[src/rtl/reg_dump_streamer.sv]
// Register dump streamer: walks REG_FIRST..REG_LAST on the CPU debug port and emits each word MSB-first on a valid/ready byte stream.
// Optional REG_DUMP_HEADER_EN prefixes the stream with 0xA5 and the PC captured at trigger time.
module reg_dump_streamer #(
  parameter int unsigned REG_FIRST = 0,
  parameter int unsigned REG_LAST  = 31,
  parameter logic [31:0] STOP_PC   = 32'h0000_0008,
  parameter bit          AUTO_STOP = 1'b1
) (
  input  logic        clk,
  input  logic        rstn,
  input  logic        start,
  input  logic [31:0] pc_in,
  output logic [4:0]  reg_sel,
  input  logic [31:0] reg_data,
  output logic        tx_valid,
  output logic [7:0]  tx_data,
  input  logic        tx_ready,
  output logic        busy,
  output logic        done
);

  localparam logic [4:0] FIRST_SEL = REG_FIRST[4:0];
  localparam logic [4:0] LAST_SEL  = REG_LAST[4:0];

  typedef enum logic [2:0] {
    S_IDLE,
    S_SEL,
    S_LOAD,
    S_SEND,
    S_FIN
`ifdef REG_DUMP_HEADER_EN
    , S_HDR
`endif
  } state_t;

  state_t      state_q, state_d;
  logic [4:0]  sel_q, sel_d;
  logic [31:0] shift_q, shift_d;
  logic [1:0]  cnt_q, cnt_d;
  logic        armed_q, armed_d;
  logic        busy_q, busy_d;
`ifdef REG_DUMP_HEADER_EN
  logic [31:0] pc_q, pc_d;
  logic [2:0]  hcnt_q, hcnt_d;
`endif

  logic auto_hit;
  logic trigger;
  logic hs;

  always_ff @(posedge clk or negedge rstn) begin
    if (!rstn) begin
      state_q <= S_IDLE;
      sel_q   <= 5'd0;
      shift_q <= 32'd0;
      cnt_q   <= 2'd0;
      armed_q <= 1'b1;
      busy_q  <= 1'b0;
`ifdef REG_DUMP_HEADER_EN
      pc_q    <= 32'd0;
      hcnt_q  <= 3'd0;
`endif
    end else begin
      state_q <= state_d;
      sel_q   <= sel_d;
      shift_q <= shift_d;
      cnt_q   <= cnt_d;
      armed_q <= armed_d;
      busy_q  <= busy_d;
`ifdef REG_DUMP_HEADER_EN
      pc_q    <= pc_d;
      hcnt_q  <= hcnt_d;
`endif
    end
  end

  // Auto trigger fires once per reset so a CPU spinning at STOP_PC yields one dump.
  assign auto_hit = AUTO_STOP && armed_q && (pc_in == STOP_PC);
  assign trigger  = start || auto_hit;
  assign hs       = tx_valid && tx_ready;

  always_comb begin
    state_d  = state_q;
    sel_d    = sel_q;
    shift_d  = shift_q;
    cnt_d    = cnt_q;
    armed_d  = armed_q;
    busy_d   = busy_q;
`ifdef REG_DUMP_HEADER_EN
    pc_d     = pc_q;
    hcnt_d   = hcnt_q;
`endif
    tx_valid = 1'b0;
    tx_data  = 8'h00;
    done     = 1'b0;

    case (state_q)
      S_IDLE: begin
        if (trigger) begin
          busy_d = 1'b1;
          sel_d  = FIRST_SEL;
          if (auto_hit) armed_d = 1'b0;
`ifdef REG_DUMP_HEADER_EN
          pc_d    = pc_in;
          hcnt_d  = 3'd0;
          state_d = S_HDR;
`else
          state_d = S_SEL;
`endif
        end
      end
`ifdef REG_DUMP_HEADER_EN
      S_HDR: begin
        tx_valid = 1'b1;
        tx_data  = (hcnt_q == 3'd0) ? 8'hA5 : pc_q[31:24];
        if (hs) begin
          hcnt_d = hcnt_q + 3'd1;
          if (hcnt_q != 3'd0) pc_d = {pc_q[23:0], 8'h00};
          if (hcnt_q == 3'd4) state_d = S_SEL;
        end
      end
`endif
      S_SEL: state_d = S_LOAD;
      S_LOAD: begin
        shift_d = reg_data;
        cnt_d   = 2'd0;
        state_d = S_SEND;
      end
      S_SEND: begin
        tx_valid = 1'b1;
        tx_data  = shift_q[31:24];
        if (hs) begin
          shift_d = {shift_q[23:0], 8'h00};
          cnt_d   = cnt_q + 2'd1;
          // Termination by compare keeps REG_LAST = 31 from wrapping reg_sel.
          if (cnt_q == 2'd3) begin
            if (sel_q == LAST_SEL) begin
              state_d = S_FIN;
            end else begin
              sel_d   = sel_q + 5'd1;
              state_d = S_SEL;
            end
          end
        end
      end
      S_FIN: begin
        done    = 1'b1;
        busy_d  = 1'b0;
        state_d = S_IDLE;
      end
      default: state_d = S_IDLE;
    endcase
  end

  assign reg_sel = sel_q;
  assign busy    = busy_q;

endmodule

[config.mk]
export PLATFORM = sky130hd
export DESIGN_NAME = reg_dump_streamer
export DESIGN_NICKNAME = d
export VERILOG_FILES = /design/src/rtl/reg_dump_streamer.sv
export SDC_FILE = /design/constraint.sdc
export NUM_CORES = 1
export LEC_CHECK = 0
export BUFFER_PORTS_ARGS = -buffer_cell sky130_fd_sc_hd__buf_2
export CAP_MARGIN = 20
export CORE_ASPECT_RATIO = 2
export CORE_MARGIN = 1.5
export CORE_UTILIZATION = 52
export CTS_CLUSTER_DIAMETER = 150
export CTS_CLUSTER_SIZE = 14
export DETAILED_ROUTE_END_ITERATION = 10
export MAX_ROUTING_LAYER = met4
export PLACE_DENSITY_LB_ADDON = 0.25
export SKIP_CTS_REPAIR_TIMING = 1
export SLEW_MARGIN = 10
export SYNTH_ARGS = -nofsm -noshare
export SYNTH_HDL_FRONTEND = slang
export SYNTH_SLANG_ARGS = --single-unit
export TNS_END_PERCENT = 50
[constraint.sdc]
create_clock -name clk -period 3.7 [get_ports clk]
set_input_delay 0.555 -clock clk [delete_from_list [all_inputs] [get_ports clk]]
set_output_delay 0.555 -clock clk [all_outputs]
set_load 0.05 [all_outputs]
; Word-level counts from Yosys, hierarchy flattened
; Index checks and enable logic that the tools add are counted.
[classes]
add_sub_neg = 2
n_eq_ne = 11
n_mux = 19
reduce_logical = 12
[ops]
columns = cell, count
row1 = one-hot mux 32 bit (2 select lines), 1
row2 = equality test 32 x 4 -> 1 bit (second input constant), 1
row3 = two-way mux 32 bit, 1
row4 = two-way mux 5 bit, 4
row5 = two-way mux 3 bit, 4
row6 = one-hot mux 3 bit (4 select lines), 1
row7 = one-hot mux 5 bit (2 select lines), 1
row8 = two-way mux 8 bit, 1
row9 = inequality test 2 bit (second input constant), 4
row10 = equality test 3 x 2 -> 1 bit (second input constant), 2
row11 = AND reduction 3 bit, 2
row12 = nonzero test 2 bit, 3
row13 = adder 5 x 1 -> 5 bit (second input constant), 1
row14 = equality test 5 bit (second input constant), 1
row15 = AND reduction 5 bit, 1
row16 = one-hot mux 2 bit (2 select lines), 1
row17 = AND reduction 2 bit, 2
row18 = equality test 3 x 1 -> 1 bit (second input constant), 1
row19 = equality test 3 bit (second input constant), 1
row20 = zero test 3 bit, 1
row21 = two-way mux 1 bit, 3
row22 = adder 2 x 1 -> 2 bit (second input constant), 1
row23 = equality test 2 bit (second input constant), 1
row24 = logical AND 1 bit, 2
row25 = 3 further kinds, 3
[word_totals]
reg_bits = 44
in_bits = 68
output_inout_bits = 16
wordCells = 50

; Depth between registers and ports, before layout
[depth]
word_depth = 5
depth_mapped = 8
depth_no_buf = 7

; Worst setup path before layout
; OpenSTA, ideal clock, no wires.
[synth_timing]
path_type = register to register
start = register sel_q[0] (netlist: reg_sel[0])
end = register sel_q[2] (netlist: reg_sel[2])
setup_ns = 0.134
t_arrival_ns = 2.102
t_required_ns = 3.566
path_slack_ns = 1.465
path_stages_with_launch = 8
path_buffers = 0
path_cell_list = dfrtp_1 > ha_1 > and3_1 > ha_1 > or3b_1 > or2_1 > a211oi_1 > a211oi_1
[synth_via]
elab_chain_cells = 5
[synth_lines]
columns = item, line
row1 = "start, declared", 37  ; logic [4:0] sel_q, sel_d;
row2 = "start signal, assigned", 65  ; sel_q <= sel_d;
row3 = adder 5 x 1 -> 5 bit, 140  ; sel_d = sel_q + 5'd1;
row4 = two-way mux 5 bit, 137  ; if (sel_q == LAST_SEL) begin
row5 = two-way mux 5 bit, 136  ; if (cnt_q == 2'd3) begin
row6 = two-way mux 5 bit, 132  ; if (hs) begin
row7 = one-hot mux 5 bit (2 select lines), 97  ; case (state_q)
; Parallel ways exist; a longest one is shown, timed or not. The select of a mux whose other input is x is not followed.
; A chain may end at the register's enable or synchronous reset.

; Worst setup path in the final report
[layout_timing]
start = register state_q[2]
end = output port tx_valid
[layout_via]
elab_chain_cells = 2
[layout_lines]
columns = item, line
row1 = "start, declared", 36  ; state_t state_q, state_d;
row2 = "start signal, assigned", 64  ; state_q <= state_d;
row3 = equality test 3 x 2 -> 1 bit, 97
row4 = two-way mux 1 bit, 97
row5 = "end, declared", 15  ; output logic tx_valid,
; No other way between the ends.

==> out/qor.yml <==
status:
  outcome: "completed"
yosys:
  avgSynthCellArea_sq_um: 10.4
  syn_inst: 207
  syn-cell-area_sq_mm: 0.00215
  yosys_register_bits: 44
  yosysSeqAreaShare: 0.512
  synth_warnings: 0
  synth_edf_count: 0
  yosysUniqueCellTypes: 35
  synth_ff_type: "dfrtp_1"
  syn_nets: 278
  ys_async_sr_fraction: 1.00
route:
  first_iter_violations: 17
  postRouteWirelength_microns: 4500
  ant_nets: 0
  routedWlPerCell_microns: 13.3
  drtPass1Iterations: 4
  vias: 1822
  vias_per_cell: 5.37
  drcViolationCount: 0
timing:
  tightestPinTransition_ns: 0.962
  period_share: 0.705
  whs_ns: 0.402
  grt_setup_unrepaired: "no"
  setup_viol: 0
  fin_tns_setup_ns: 0
  period_needed_ns: 2.61
  slew_viol_final: 0
  skew_ns: 0.00793
  layout_setup_ws_ns: 1.09
  hold_viol: 0
  maxSlewHeadroom: 0.358
  max_clock_freq_mhz: 384
worst_setup_path:
  cp-end-kind: "primary output"
  r2r_slack_ns: 1.53
  cp_data_required_time_ns: 3.14
  start_kind: "register"
  crit_path_max_fanout: 29
  path_class: "reg2out"
  cp.arrival_ns: 2.05
cells_and_area:
  diodes: 0
  postLayoutCoreUtil: 0.657
  mostFrequentLayoutCells: "83 x buf_2, 43 x dfrtp_1, 35 x nand2_1"
  final_common_cell: "buf_2"
  n_fill_cell: 357
  finalNetCount: 357
  drive_gt1_frac: 0.334
  area_growth_pct: 23.5
  final_area_sq_mm: 0.00266
placement:
  portBuffers: 83
  place_congestion: 0.855
  place_ws_ns: 1.40
  postPlaceCellArea_sq_mm: 0.00257
  place_hpwl_microns: 3420
min_path:
  hp-class: "in2async"
power:
  leakagePower_uw: 0.00147
  power.density_mw_per_mm2: 714
  irDropWorstVdd_v: 0.000501
die:
  row_count: 33
  start_util: 0.532
  die_y_microns: 94.0
  dieWidth_microns: 48.5
  die-area_sq_mm: 0.00456
  core-area_sq_mm: 0.00405
  io_pins: 84
cts:
  clk_pin_slew_ns: 0.08
  clk_path_buf_depth: 2
  clock_sinks: 44
  cts-root-buf: "clkbuf_8"
  clk-insertion-delay-late_ns: 0.30
  htree_levels: 2
  cts_made_buffers: 5
  cts_tree: "yes"
global_routing:
  grt_max_degree: 45
  track_usage: 0.218
  antenna_found_initial: 0
  grt_pass1_vias: 1778
  grt_pass1_wl_microns: 7450
  globalRouteOverflowTotal: 0
flow_run:
  cap_violations: 0
-- final cells by class --
class / instances / area (sq um) / share of cell area
inverters: 3 / 12.5 / 0.00471
repair buffers: 84 / 423 / 0.159
multi-input cells: 148 / 966 / 0.363
clock buffers: 8 / 90.1 / 0.0339
flip-flops and latches: 44 / 1100 / 0.415
well taps: 52 / 65.1 / 0.0245
-- logic make-up (layout without fill, tap and decap cells) --
logic type                 count (synthesis)  after routing  share of synthesized area
and+or+nand+nor                           74             74                      0.177
AOI/OAI and AO/OA                         47             47                      0.137
DFF                                       44             44                      0.512
buffers and inverters                     15             95                     0.0447
adders and majority gates                  3              3                     0.0174
muxes                                     24             24                      0.112
-- worst paths after layout --
check | from | depth (start not counted) | end
max | state_q[2] | 4 | tx_valid
min | rstn | 1 | reg_sel[3]
max reg2reg | reg_sel[0] | 7 | reg_sel[2]
min reg2reg | armed_q | 1 | armed_q
max in group asynchronous | rstn | 1 | state_q[1]
min in group clk | reg_data[6] | 2 | shift_q[6]
-- worst max-delay path, stage by stage, from the launching register on --
cell and delay [ns]:
dfrtp_1 0.46, nor2b_2 0.39, nand2_2 0.11, clkinv_2 0.42
buf_2 0.36
-- synthesized netlist by cell type (3+ instances only) --
cell / count / area share
and4_1: 3 / 0.012
nor4_1: 6 / 0.017
ha_1: 3 / 0.017
nand2_1: 35 / 0.061
o21ai_1: 26 / 0.060
clkbuf_1: 5 / 0.0087
and3_1: 10 / 0.029
dfrtp_1: 43 / 0.50
nor2_1: 5 / 0.0087
nor4b_1: 4 / 0.016
a22o_1: 8 / 0.033
buf_2: 3 / 0.0070
o22ai_1: 4 / 0.012
mux2i_1: 24 / 0.11
a211oi_1: 4 / 0.014
-- power breakdown --
part	total, uW	internal (uW)	switching [uW]
Clock	307	152	155
Sequential	762	655	107
Combinational	831	304	527
Total	1900	1110	789
-- metrics by stage --
step	power, uW	instances
floorplan	1450	207
global placement	1590	331
detailed placement	1620	331
CTS	1930	339
global route	2030	339
finish	1900	339
-- flip-flops by register name (all words and copies together) (netlist names) --
name	count
cnt_q	2
armed_q	1
state_q	3
reg_sel	5
busy	1
shift_q	32
-- metal layers --
metal / GRT usage / vias up / wire length (microns)
li1: - / 905 / -
met1: 0.209 / 834 / 1820
met2: 0.400 / 74 / 2300
met3: 0.0414 / 9 / 260
met4: 0.124 / 0 / 123
met5: - / - / 0
Power figures use the tool's default switching activity.
